$ cat src/rtl/pipe_hazard_ctrl.sv
// Five-stage pipeline sequencer: pipe-register write/flush enables for
// load-use, taken-branch and multi-cycle MDU hazards, plus perf counters.
module pipe_hazard_ctrl #(
    parameter int MDU_LAT = 8,
    parameter int CNT_W   = 32
) (
    input  logic             clk_i,
    input  logic             rst_i,
    input  logic             idex_memread_i,
    input  logic [4:0]       idex_rt_i,
    input  logic [4:0]       ifid_rs_i,
    input  logic [4:0]       ifid_rt_i,
    input  logic             ifid_use_rt_i,
    input  logic             branch_taken_i,
    input  logic             idex_mdu_i,
    output logic             pc_write_o,
    output logic             ifid_write_o,
    output logic             idex_write_o,
    output logic             exmem_write_o,
    output logic             memwb_write_o,
    output logic             ifid_flush_o,
    output logic             idex_flush_o,
    output logic             exmem_flush_o,
    output logic             mdu_start_o,
    output logic             mdu_last_o,
    output logic             busy_o,
    output logic [CNT_W-1:0] stall_cnt_o,
    output logic [CNT_W-1:0] flush_cnt_o
);

    typedef enum logic {
        RUN,
        MDU_WAIT
    } state_t;

    localparam logic [7:0]       CNT_INIT = 8'(MDU_LAT - 2);
    localparam logic [CNT_W-1:0] CNT_ONE  = {{(CNT_W-1){1'b0}}, 1'b1};
    localparam logic [CNT_W-1:0] CNT_MAX  = {CNT_W{1'b1}};

    state_t     state;
    logic [7:0] cnt;
    logic       lu;
    logic       rt_hit;
    logic       mdu_stall;
    logic       br_flush;

    assign rt_hit = ifid_use_rt_i && (idex_rt_i == ifid_rt_i);

    assign lu = idex_memread_i && (idex_rt_i != 5'd0)
             && ((idex_rt_i == ifid_rs_i) || rt_hit);

    // Front end held, EX/MEM gets bubbles while the MDU owns EX.
    assign mdu_stall = (state == RUN && idex_mdu_i)
                    || (state == MDU_WAIT && cnt != 8'd0);

    assign br_flush = (state == RUN) && !idex_mdu_i && branch_taken_i;

    always_comb begin
        pc_write_o    = 1'b1;
        ifid_write_o  = 1'b1;
        idex_write_o  = 1'b1;
        exmem_write_o = 1'b1;
        memwb_write_o = 1'b1;
        ifid_flush_o  = 1'b0;
        idex_flush_o  = 1'b0;
        exmem_flush_o = 1'b0;
        mdu_start_o   = 1'b0;
        mdu_last_o    = 1'b0;
        unique case (state)
            RUN: begin
                if (idex_mdu_i) begin
                    pc_write_o    = 1'b0;
                    ifid_write_o  = 1'b0;
                    idex_write_o  = 1'b0;
                    exmem_flush_o = 1'b1;
                    mdu_start_o   = 1'b1;
                end else if (branch_taken_i) begin
                    ifid_flush_o  = 1'b1;
                    idex_flush_o  = 1'b1;
                end else if (lu) begin
                    pc_write_o    = 1'b0;
                    ifid_write_o  = 1'b0;
                    idex_flush_o  = 1'b1;
                end
            end
            MDU_WAIT: begin
                if (mdu_stall) begin
                    pc_write_o    = 1'b0;
                    ifid_write_o  = 1'b0;
                    idex_write_o  = 1'b0;
                    exmem_flush_o = 1'b1;
                end else begin
                    mdu_last_o    = 1'b1;
                end
            end
            default: ;
        endcase
    end

    assign busy_o = (state == MDU_WAIT);

    always_ff @(posedge clk_i or negedge rst_i) begin
        if (!rst_i) begin
            state <= RUN;
            cnt   <= 8'd0;
        end else begin
            unique case (state)
                RUN: begin
                    if (idex_mdu_i) begin
                        state <= MDU_WAIT;
                        cnt   <= CNT_INIT;
                    end
                end
                MDU_WAIT: begin
                    if (cnt != 8'd0) begin
                        cnt <= cnt - 8'd1;
                    end else begin
                        state <= RUN;
                    end
                end
                default: state <= RUN;
            endcase
        end
    end

    // Counters saturate so long runs never report a misleadingly small value.
    always_ff @(posedge clk_i or negedge rst_i) begin
        if (!rst_i) begin
            stall_cnt_o <= '0;
            flush_cnt_o <= '0;
        end else begin
            if (!pc_write_o && stall_cnt_o != CNT_MAX) begin
                stall_cnt_o <= stall_cnt_o + CNT_ONE;
            end
            if (br_flush && flush_cnt_o != CNT_MAX) begin
                flush_cnt_o <= flush_cnt_o + CNT_ONE;
            end
        end
    end

endmodule
$ cat config.mk
export PLATFORM = sky130hd
export DESIGN_NAME = pipe_hazard_ctrl
export DESIGN_NICKNAME = d
export VERILOG_FILES = /design/src/rtl/pipe_hazard_ctrl.sv
export SDC_FILE = /design/constraint.sdc
export NUM_CORES = 1
export LEC_CHECK = 0
export BUFFER_PORTS_ARGS = -buffer_cell sky130_fd_sc_hd__buf_2
export CAP_MARGIN = 10
export CORE_MARGIN = 2
export CORE_UTILIZATION = 50
export CTS_BUF_LIST = sky130_fd_sc_hd__clkbuf_8
export CTS_CLUSTER_SIZE = 10
export DETAILED_ROUTE_END_ITERATION = 7
export GPL_TIMING_DRIVEN = 0
export PLACE_DENSITY = 0.75
export SLEW_MARGIN = 10
export SYNTH_ARGS = -nofsm -noshare
export SYNTH_HDL_FRONTEND = slang
export SYNTH_SLANG_ARGS = --single-unit
$ cat constraint.sdc
create_clock -name clk_i -period 2.9 [get_ports clk_i]
set_input_delay 0.29 -clock clk_i [delete_from_list [all_inputs] [get_ports clk_i]]
set_output_delay 0.29 -clock clk_i [all_outputs]
set_load 0.05 [all_outputs]
; ---- Yosys cells after proc, flatten, opt, wreduce, memory -nomap -nowiden
; Index checks and enable logic that the tools add are counted.
[word_totals]
reg_bits = 73
mem_bits_ro = 0
latch_bits = 0
out_inout_bits = 75
n_memories = 0
input_bits = 21
ramBits = 0
elab_cells = 54
[op_classes]
n_shift = 0
div = 0
mux = 24
reduce_logical = 16
n_lt_le_gt_ge = 0
addsub = 3
eq_ne = 6
mul = 0
n_bitwise = 1
[op_table]
columns = cell, n
row1 = "adder 32 x 1 -> 32 bit, second input constant", 2
row2 = "inequality test 32 bit, second input constant", 2
row3 = two-way mux 1 bit, 17
row4 = two-way mux 8 bit, 2
row5 = case mux 8 bit (2 select lines), 1
row6 = equality test 5 bit, 2
row7 = logical AND 1 bit, 9
row8 = case mux 1 bit (2 select lines), 4
row9 = nonzero test 8 bit, 1
row10 = "subtractor 8 x 1 -> 8 bit, second input constant", 1
row11 = nonzero test 5 bit, 1
row12 = zero test 1 bit, 2
row13 = logical OR 1 bit, 2
row14 = "inequality test 2 x 1 -> 1 bit, second input constant", 1
row15 = "inequality test 2 bit, second input constant", 1
row16 = AND reduction 2 bit, 1
row17 = NOT 1 bit, 1

; ---- Logic depth before layout (Yosys ltp)
; Gate-level depths: netlist of run 1.
[logic_depth]
word_depth = 10
mapped_depth = 10
ltp_nobuf = 9

; ---- Worst setup path before layout of run 1
; Ideal clock, no wire load.
[synth_path]
path_kind = register to output
from = register cnt[0]
to = output port pc_write_o
path_buffers = 2
arrival_time_ps = 3134
setup_slack_ps = -524
stages_incl_launch_ff = 10
path_cell_list = dfrtp_1 -> inv_1 -> ha_1 -> nor2b_1 -> and4b_1 -> nor2_1 -> inv_2 -> o41a_2 -> buf_2 -> buf_4
[synth_between]
elab_chain_cells = 5
[synth_rtl]
columns = element, line_no
row1 = "start, declared", 41  ; logic [7:0] cnt;
row2 = "start signal, assigned", 116  ; cnt <= cnt - 8'd1;
row3 = nonzero test 8 bit, 54  ; || (state == MDU_WAIT && cnt != 8'd0);
row4 = logical AND 1 bit, 54
row5 = logical OR 1 bit, 54
row6 = two-way mux 1 bit, --
row7 = case mux 1 bit (2 select lines), --
row8 = "end, declared", 16  ; output logic pc_write_o,
; Every way passes these cells.

; ---- Worst setup path after layout of run 1
[layout_path]
from = register cnt[0]
to = output port pc_write_o
[layout_between]
elab_chain_cells = 5
[layout_rtl]
columns = element, line_no
row1 = nonzero test 8 bit, 54
row2 = logical AND 1 bit, 54
row3 = logical OR 1 bit, 54
row4 = two-way mux 1 bit, 87  ; if (mdu_stall) begin
row5 = case mux 1 bit (2 select lines), 69  ; unique case (state)
; Every way passes these cells.

==> results of run 1 <==
## cell usage in the layout (no fill, tap or decap), types with 3 or more instances in the layout
cell and count:
sky130_fd_sc_hd__and3_1 15, sky130_fd_sc_hd__buf_2 94, sky130_fd_sc_hd__buf_4 5, sky130_fd_sc_hd__clkbuf_8 10, sky130_fd_sc_hd__dfrtp_1 73, sky130_fd_sc_hd__ha_1 4
sky130_fd_sc_hd__inv_1 6, sky130_fd_sc_hd__nand2_1 35, sky130_fd_sc_hd__nand3_1 28, sky130_fd_sc_hd__nand4_1 15, sky130_fd_sc_hd__nor2_1 20, sky130_fd_sc_hd__nor3_1 19
sky130_fd_sc_hd__nor4_1 4, sky130_fd_sc_hd__nor4_2 9, sky130_fd_sc_hd__o211ai_1 4, sky130_fd_sc_hd__o21ai_0 3, sky130_fd_sc_hd__xnor2_1 27, sky130_fd_sc_hd__xor2_1 45
## worst max-delay path by stage
| stage | start | cells past startpoint | endpoint |
|---|---|---|---|
| after CTS | cnt[4] | 8 | pc_write_o |
| final | cnt[0] | 8 | pc_write_o |
| after global placement | stall_cnt_o[0] | 8 | stall_cnt_o[31] |
| after floorplan | cnt[0] | 9 | pc_write_o |
| after detailed placement | cnt[4] | 8 | pc_write_o |
| after global routing | cnt[4] | 8 | pc_write_o |
## repair_timing
| item | CTS | global route |
|---|---|---|
| pin swaps | 0 | 0 |
| setup buffers | 0 | 0 |
| setup endpoints to repair | 2 | 9 |
| gates resized for setup | 1 | 4 |
| hold endpoints to repair | 30 | 0 |
| hold buffers | 1 | 0 |
## through the flow
step                      util [%]  area (µm²)  hold WS, ns  setup slack [ns]
after detailed placement      60.4        4380        0.248             0.286
after global routing          63.9        4640        0.307            0.0176
after CTS                     63.7        4620        0.262            0.0487
after floorplan                  -        3770     -0.00559            0.0186
after global placement        60.1        4360        0.467             0.330
final                         63.9        4640        0.270             0.140
## kinds of logic after synthesis
kind of cell / Yosys count / share of synthesized area [%]
AO/OA/AOI/OAI: 13 / 2.50
XOR/XNOR: 72 / 16.8
adder cells (fa/ha/maj): 4 / 1.33
buffers and inverters: 17 / 2.50
flip-flops: 73 / 48.6
multiplexers: 5 / 1.56
other: 1 / 0.0997
AND/OR/NAND/NOR: 172 / 26.7
## routing by layer
layer | vias to the layer above | GRT usage (%) | wire, µm | share of wire, %
met5 | - | 0 | 0 | 0
met4 | 0 | 7.82 | 138 | 1.7
met3 | 11 | 4.51 | 381 | 4.8
met2 | 62 | 32.6 | 3720 | 47
met1 | 1442 | 26.6 | 3650 | 46
li1 | 1472 | - | - | -
## critical path: stages, from the launching register on
cell and delay, ns:
sky130_fd_sc_hd__dfrtp_1 0.41, sky130_fd_sc_hd__inv_1 0.10, sky130_fd_sc_hd__ha_1 0.20, sky130_fd_sc_hd__nor2b_1 0.14, sky130_fd_sc_hd__and4b_2 0.25, sky130_fd_sc_hd__o41a_4 0.51
sky130_fd_sc_hd__buf_4 0.19, sky130_fd_sc_hd__buf_4 0.13, sky130_fd_sc_hd__buf_2 0.20
## flip-flops by register name (all words and copies together), names as in the netlist
name and cells:
flush_cnt_o 32, cnt 8, stall_cnt_o 32, busy_o 1
## cell type report
cell class                      count  area, µm²  share of cell area [%]
Buffer                             11       75.1                    1.62
Clock buffer                       10        138                    2.97
Clock inverter                      6       82.6                    1.78
Inverter                            6       22.5                   0.486
Multi-Input combinational cell    268       1870                    40.3
Sequential cell                    73       1830                    39.4
Tap cell                           99        124                    2.67
Timing Repair Buffer               95        498                    10.7
## power by group through the flow
stage | Combinational (mW) | Sequential [mW] | Clock (mW)
finish | 1.06 | 1.41 | 0.879
global route | 1.13 | 1.44 | 0.956
global placement | 1.03 | 1.40 | 0
CTS | 1.06 | 1.40 | 0.892
detailed placement | 1.05 | 1.41 | 0
floorplan | 0.406 | 1.77 | 0
==> impl_results.md, run 1 <==
- Status: completed
- CTS tree: done
- Type of the worst setup path: register to output port
- Final global-route overflow total: 0
- Flip-flop and latch count after synthesis: 73
- Fraction of final layout cells sized beyond drive strength 1: 30.9%
- Number of flops mapped to enable cells by yosys: 0
- Largest driver fanout on the critical path: 11
- Worst slew margin relative to its limit: 34.5%
- Total half-perimeter wirelength after legalization and detailed placement: 5.82 mm
- Area growth from synthesis to layout: 23.3%
- Least-Margin Pin Slew: 0.973 ns
- Number of endpoints with negative hold slack in the final report: 0
- Flop2flop setup slack: 0.37 ns
- Portion of the post-synthesis area used by sequential elements: 48.6%
- Number of buffers on the longest clock path: 2
- Placed insts: 551
- Crit path launch type: register
- Worst hold path type: primary input to register
- Drt first-iter violations: 153
- Total power divided by cell area: 722 nW/µm²
- Die outline height: 90.7 µm
- Design Power: 3.35 mW
- DR vias/cell: 5.26
- Area leader, netlist: sky130_fd_sc_hd__dfrtp_1
- GRT Total Usage: 20.2%
- Fraction of the cycle the final worst path needs: 95.2%
- Category of the worst setup path capture point: output port
- Area of the die: 8230 µm²
- Max Transition Viols Final: 0
- Maximum number of pins on one net before global-route repair: 44
- Initial cell density of the core: 51.8%
- Remaining design rule violation count: 0
- Beginning of the worst hold path: idex_mdu_i
- Leakage: 2.24 nW
- Number of vias after detailed routing: 2987
- Number of search-and-repair iterations in the first detailed-routing pass: 4
- Final #Nets: 489
- Clock slew at reported path FFs: 0.08 ns
- Root buffer selected by CTS: sky130_fd_sc_hd__clkbuf_8
- Worst Clk Skew: 0.0153 ns
- Worst IR Drop VDD: 0.585 mV
- RR Startpoint: stall_cnt_o[0]
- Total CTS buffers: 9
- Post-Synthesis Cell Area: 3760 µm²
- Floorplan die width: 90.7 µm
- Number of rows created at floorplan: 31
- Final sum of negative setup slack: 0 ns
- F_max: 362 MHz
- Number of non-filler instances in the completed layout: 568
- Final setup violation count: 0
- Area contributors post-synth: sky130_fd_sc_hd__dfrtp_1 49%, sky130_fd_sc_hd__xor2_1 10%, sky130_fd_sc_hd__xnor2_1 6.3%
- Number of diodes: 0
- Main flop type after synthesis: sky130_fd_sc_hd__dfrtp_1
- Combinational group share of total power: 31.6%
- Placeable Area: 7250 µm²
- Quantity of I/O buffers inserted on ports: 93
- Number of global-route vias before repair: 2887
- Sequential share of power: 42.2%
- Number of stages on the worst hold path: 3
- Relative contribution of the clock network to total power: 26.3%
- Worst endpoint data arrival time: 2.47 ns
- Post-synth top area share: 48.6%
- Terminus of the critical flop-to-flop path: stall_cnt_o[3]
- Routed WL per cell: 13.9 µm
- Global-route wire length before repair: 13.5 mm
- Yosys synthesis warning count: 0
- Cells on worst reg2reg path: 8
- Fillers: 612
- Total wirelength of the detailed-routed design: 7.89 mm
- Top cells by count, synth: 73 x sky130_fd_sc_hd__dfrtp_1, 45 x sky130_fd_sc_hd__xor2_1, 35 x sky130_fd_sc_hd__nand2_1, 28 x sky130_fd_sc_hd__nand3_1, 27 x sky130_fd_sc_hd__xnor2_1
- RSZ-0062 raised after global routing: false
- Number of max-cap violations: 0
- Clock sink total: 73
- Antenna violations before repair: 0
- Distinct cell type count of the synthesized netlist: 50
- Worst skew pair latency: 0.35 ns
- Mean post-synth cell area: 10.5 µm²
- Internal power: 2.00 mW
- Number of standard cells after synthesis: 357
- Worst hold path endpoint: busy_o
- Power spent charging and discharging nets: 1.34 mW
- Antenna Violating Nets Remaining: 0
- Post-synth ARST share: 100%
- Ports: 96
- Worst EP required: 2.61 ns
- Total number of H-tree levels: 3
- Final critical-path required period: 2.76 ns
- Cell with the most instances after synthesis: sky130_fd_sc_hd__dfrtp_1
- Sw frac: 40.1%
- Final weighted congestion in routability-driven placement: 0.835
Power figures use the tool's default switching activity.
==> inputs of run 2 (changes only) <==
Settings changed: PLACE_DENSITY 0.75 to 0.76.
==> impl_results.md, run 2 (synthesis gave the netlist of run 1 again) <==
- Worst skew pair latency: 0.35 ns
- CTS tree: done
- Root buffer selected by CTS: sky130_fd_sc_hd__clkbuf_8
- Area growth from synthesis to layout: 24.1%
- Number of rows created at floorplan: 31
- Final sum of negative setup slack: 0 ns
- Worst hold path type: primary input to register
- Crit-path leading delay family: buffers and inverters
- Number of endpoints with negative hold slack in the final report: 0
- Crit path buffers/inverters: 4
- Final critical-path required period: 2.81 ns
- Commonest non-fill, non-tap cell in the layout: sky130_fd_sc_hd__buf_2
- Worst EP required: 2.61 ns
- Sequential cell area: 1830 µm²
- Top Registers: flush_cnt_o: 32 flops, stall_cnt_o: 32 flops, cnt: 8 flops
- Design Power: 3.44 mW
- Quantity of I/O buffers inserted on ports: 93
- Final setup violation count: 0
- Total power divided by cell area: 738 nW/µm²
- Initial cell density of the core: 51.8%
- Flop2flop setup slack: 0.28 ns
- Drt first-iter violations: 124
- Number of stages on the worst hold path: 3
- RR Startpoint: stall_cnt_o[0]
- Die outline height: 90.7 µm
- Launching instance or port of the critical path: cnt[0]
- Category of the worst setup path capture point: output port
- Number of diodes: 0
- Ports: 96
- Antenna violations before repair: 0
- Max Transition Viols Final: 0
- Least-Margin Pin Slew: 0.926 ns
- Total wirelength of the detailed-routed design: 8.22 mm
- Number of vias after detailed routing: 3026
- Global-route wire length before repair: 14.1 mm
- Routed WL per cell: 14.4 µm
- Crit path launch type: register
- Total CTS buffers: 9
- Antenna Violating Nets Remaining: 0
- Commonest non-fill, non-tap cells in the layout: 94 x sky130_fd_sc_hd__buf_2, 73 x sky130_fd_sc_hd__dfrtp_1, 45 x sky130_fd_sc_hd__xor2_1
- Slowest cell on the critical path: sky130_fd_sc_hd__o41a_2
- Area of the multi-input gates: 1860 µm²
- Fraction of the cycle the final worst path needs: 96.7%
- Final global-route overflow total: 0
- Remaining design rule violation count: 0
- Number of buffers on the longest clock path: 2
- Total half-perimeter wirelength after legalization and detailed placement: 6.01 mm
- Number of search-and-repair iterations in the first detailed-routing pass: 4
- Beginning of the worst hold path: idex_mdu_i
- Floorplan die width: 90.7 µm
- Worst Clk Skew: 0.00913 ns
- Fraction of final layout cells sized beyond drive strength 1: 31.2%
- Clock slew at reported path FFs: 0.08 ns
- Number of non-filler instances in the completed layout: 570
- Cell mode on critical path: sky130_fd_sc_hd__buf_4
- Largest stage delay, worst path: 0.55 ns
- Status: completed
- Worst slew margin relative to its limit: 37.7%
- DR vias/cell: 5.31
- Clock sink total: 73
- Total number of H-tree levels: 3
- GRT Total Usage: 20.8%
- Final weighted congestion in routability-driven placement: 0.869
- Worst endpoint data arrival time: 2.52 ns
- Leakage: 2.24 nW
- Area of the die: 8230 µm²
- Worst hold path endpoint: busy_o
- Placed insts: 551
- Final core occ: 64.3%
- Type of the worst setup path: register to output port
- Largest driver fanout on the critical path: 11
- Number of max-cap violations: 0
- Final #Nets: 491
- List of cells traversed by the critical path: inv_1 > ha_1 > nor2b_1 > and4b_2 > o41a_2 > buf_4 > buf_4 > buf_2
- Maximum number of pins on one net before global-route repair: 40
- Placeable Area: 7250 µm²
- Number of global-route vias before repair: 2991
- Cells on worst reg2reg path: 8
- Worst IR Drop VDD: 0.421 mV
- Terminus of the critical flop-to-flop path: stall_cnt_o[31]
- Fillers: 629
- F_max: 356 MHz
## run 2: cell count changes in the layout (fill, tap and decap cells not counted), sizes merged
| cell | delta |
|---|---|
| clkinv | -1 |
| clkbuf | -1 |
| inv | -1 |
| clkinvlp | +2 |
| buf | +2 |
| bufinv | +1 |
## run 2: where the power goes
group / total, mW / internal [mW] / leakage [nW] / switching (mW)
sequential: 1.41 / 1.19 / 0.923 / 0.217
clock: 0.962 / 0.571 / 0.115 / 0.391
combinational: 1.08 / 0.319 / 1.21 / 0.757
## run 2: worst max-delay path by stage
stage          slack, ns          to  depth (start not counted)
2_1_floorplan       0.02  pc_write_o                          9
3_3_place_gp        0.31  pc_write_o                          8
3_5_place_dp        0.31  pc_write_o                          8
4_1_cts             0.05  pc_write_o                          8
5_1_grt            -0.01  pc_write_o                         10
6_report            0.09  pc_write_o                          8
## run 2: metrics by stage
stage | hold WS (ns) | setup slack (ns) | cell area (µm²)
CTS | 0.263 | 0.0546 | 4640
global placement | 0.468 | 0.315 | 4360
global route | 0.327 | -0.0144 | 4660
finish | 0.279 | 0.0944 | 4660
floorplan | -0.00559 | 0.0186 | 3770
detailed placement | 0.276 | 0.309 | 4380
## run 2: final cells by class
class                           instances  share of cell area (%)
Timing Repair Buffer                   97                    11.0
Clock inverter                          7                    2.55
Tap cell                               99                    2.66
Buffer                                 11                    1.58
Inverter                                6                   0.483
Multi-Input combinational cell        268                    39.9
Clock buffer                            9                    2.66
Sequential cell                        73                    39.2
## run 2: timing repair
item	4_1_cts	5_1_grt
resized for setup	1	1
pin swaps	0	1
buffers inserted	0	2
hold buffers	1	0
cloned	0	0
hold endpoints to repair	34	0
endpoints found under the setup margin	2	2
## run 2: metal layers
layer  share of wire (%)  vias up  global-route usage [%]
met1                  44     1468                    27.4
li1                    -     1468                       -
met2                  49       80                    34.6
met5                   0        -                       0
met4                 1.2        0                    7.31
met3                 4.9       10                    3.76
## run 2: worst reg2reg max path, cell delays in order, from the launching register on
cell	delay, ns
sky130_fd_sc_hd__dfrtp_1	0.43
sky130_fd_sc_hd__ha_1	0.19
sky130_fd_sc_hd__nand3_1	0.15
sky130_fd_sc_hd__nor2_1	0.35
sky130_fd_sc_hd__nand4_1	0.28
sky130_fd_sc_hd__nor2_1	0.36
sky130_fd_sc_hd__clkbuf_1	0.44
sky130_fd_sc_hd__nor3_1	0.13
sky130_fd_sc_hd__xor2_1	0.16
==> inputs of run 3 (changes only) <==
Settings changed: CORE_ASPECT_RATIO set to 0.9.
==> impl_results.md, run 3 (synthesis gave the netlist of run 1 again) <==
- Summed area of non-filler cells in the final layout: 4610 µm²
- Root buffer selected by CTS: sky130_fd_sc_hd__clkbuf_8
- Floorplan die width: 95.4 µm
- RR Startpoint: stall_cnt_o[0]
- Total CTS buffers: 9
- Crit path launch type: register
- Cell area reported after detailed placement: 4380 µm²
- Category of the worst setup path capture point: output port
- RSZ-0062 raised after global routing: false
- Remaining design rule violation count: 0
- Number of non-filler instances in the completed layout: 563
- Cell mode on critical path: sky130_fd_sc_hd__buf_4
- Number of max-cap violations: 0
- Final weighted congestion in routability-driven placement: 0.838
- Worst Clk Skew: 0.0110 ns
- Antenna violations before repair: 0
- Total wirelength of the detailed-routed design: 8.36 mm
- Worst hold path type: primary input to register
- CTS tree: done
- Top Registers: flush_cnt_o: 32 flops, stall_cnt_o: 32 flops, cnt: 8 flops
- Number of diodes: 0
- Commonest non-fill, non-tap cells in the layout: 93 x sky130_fd_sc_hd__buf_2, 73 x sky130_fd_sc_hd__dfrtp_1, 45 x sky130_fd_sc_hd__xor2_1
- Final setup violation count: 0
- Antenna Violating Nets Remaining: 0
- Total number of H-tree levels: 3
- Max Transition Viols Final: 0
- Fillers: 606
- Final sum of negative setup slack: 0 ns
- Worst skew pair latency: 0.34 ns
- CP Capture Point: pc_write_o
- Largest driver fanout on the critical path: 11
- Status: completed
- Die outline height: 86.3 µm
- Final #Nets: 490
- Ports: 96
- Worst Hold Slack: 0.280 ns
- Area of the die: 8230 µm²
- Worst endpoint data arrival time: 2.48 ns
- Type of the worst setup path: register to output port
- Largest stage delay, worst path: 0.54 ns
- Area growth from synthesis to layout: 22.7%
- List of cells traversed by the critical path: inv_1 > ha_1 > nor2b_1 > and4b_2 > o41a_2 > buf_4 > buf_4 > clkbuf_4
- Maximum number of pins on one net before global-route repair: 56
- Routed WL per cell: 14.9 µm
- Worst EP required: 2.61 ns
- Launching instance or port of the critical path: cnt[0]
- Number of endpoints with negative hold slack in the final report: 0
- Clock sink total: 73
- Worst IR Drop VDD: 0.357 mV
- Final global-route overflow total: 0
- Area of the multi-input gates: 1860 µm²
- Fraction of the cycle the final worst path needs: 95.7%
- Cells on worst reg2reg path: 8
- Number of vias after detailed routing: 3031
- Number of global-route vias before repair: 2982
- Initial cell density of the core: 52.3%
- Global-route wire length before repair: 14.2 mm
- Total half-perimeter wirelength after legalization and detailed placement: 6.09 mm
- DR vias/cell: 5.38
- Least-Margin Pin Slew: 0.989 ns
- Sequential cell area: 1830 µm²
- F_max: 360 MHz
- Final critical-path required period: 2.77 ns
- Clock slew at reported path FFs: 0.07 ns
- Drt first-iter violations: 93
- Placeable Area: 7180 µm²
- Worst slew margin relative to its limit: 33.1%
- Number of buffers on the longest clock path: 2
- Quantity of I/O buffers inserted on ports: 93
- Placed insts: 545
- Flop2flop setup slack: 0.34 ns
- Number of rows created at floorplan: 29
- Number of search-and-repair iterations in the first detailed-routing pass: 4
- Slowest cell on the critical path: sky130_fd_sc_hd__o41a_2
- GRT Total Usage: 21.9%
- Commonest non-fill, non-tap cell in the layout: sky130_fd_sc_hd__buf_2
- Total power divided by cell area: 709 nW/µm²
- Fraction of final layout cells sized beyond drive strength 1: 30.6%
- Terminus of the critical flop-to-flop path: stall_cnt_o[17]
- Leakage: 2.23 nW
run 3: cell count changes in the layout (fill, tap and decap cells not counted), sizes merged:
cell      delta
buf          -2
bufinv       -2
clkbuf       +2
clkinv       -1
clkinvlp     -1
inv          +3
run 3: worst min-delay path by stage:
| stage | to | startpoint | depth (start not counted) |
|---|---|---|---|
| 3_3_place_gp | stall_cnt_o[21] | stall_cnt_o[21] | 1 |
| 4_1_cts | busy_o | idex_mdu_i | 3 |
| 3_5_place_dp | cnt[4] | rst_i | 1 |
| 6_report | busy_o | idex_mdu_i | 3 |
| 2_1_floorplan | busy_o | rst_i | 0 |
| 5_1_grt | busy_o | idex_mdu_i | 3 |
run 3: metal layers:
layer | track usage [%] | vias up | wire length (µm)
met5 | 0 | - | 0
met2 | 36.2 | 80 | 4060
li1 | - | 1470 | -
met4 | 7.01 | 0 | 89
met3 | 4.70 | 8 | 443
met1 | 29.1 | 1473 | 3770
run 3: where the power goes:
| part | internal (mW) | leakage (nW) | switching [mW] | total [mW] |
|---|---|---|---|---|
| registers | 1.19 | 0.923 | 0.225 | 1.41 |
| clock network | 0.416 | 0.105 | 0.364 | 0.780 |
| logic | 0.318 | 1.20 | 0.757 | 1.07 |
run 3: area by class of cell:
cell class,count,area share [%]
tap,93,2.52
sequential,73,39.6
timing repair buffer,96,11.2
clock buffer,10,2.98
buffer,11,1.60
multi-input combinational,268,40.4
inverter,6,0.488
clock inverter,6,1.27
run 3: timing repair:
item / in CTS / in global routing
setup endpoints to repair: 2 / 2
hold endpoints to repair: 18 / 0
hold buffers: 1 / 0
buffers inserted: 0 / 1
gates resized for setup: 1 / 2
run 3: metrics by stage:
step / utilization (%) / total power [mW] / setup slack [ns]
floorplan: - / 2.17 / 0.0186
global placement: 60.6 / 2.43 / 0.342
detailed placement: 61.0 / 2.47 / 0.269
CTS: 63.9 / 3.26 / 0.0518
global route: 64.2 / 3.46 / 0.00708
finish: 64.2 / 3.27 / 0.126
run 3: critical path, delay by kind of cell, from the launching register on:
family,cells,cell delay (ns)
flip-flops,1,0.38
AND/OR/NAND/NOR,2,0.40
adder cells (fa/ha/maj),1,0.19
AO/OA/AOI/OAI,1,0.54
buffers and inverters,4,0.62
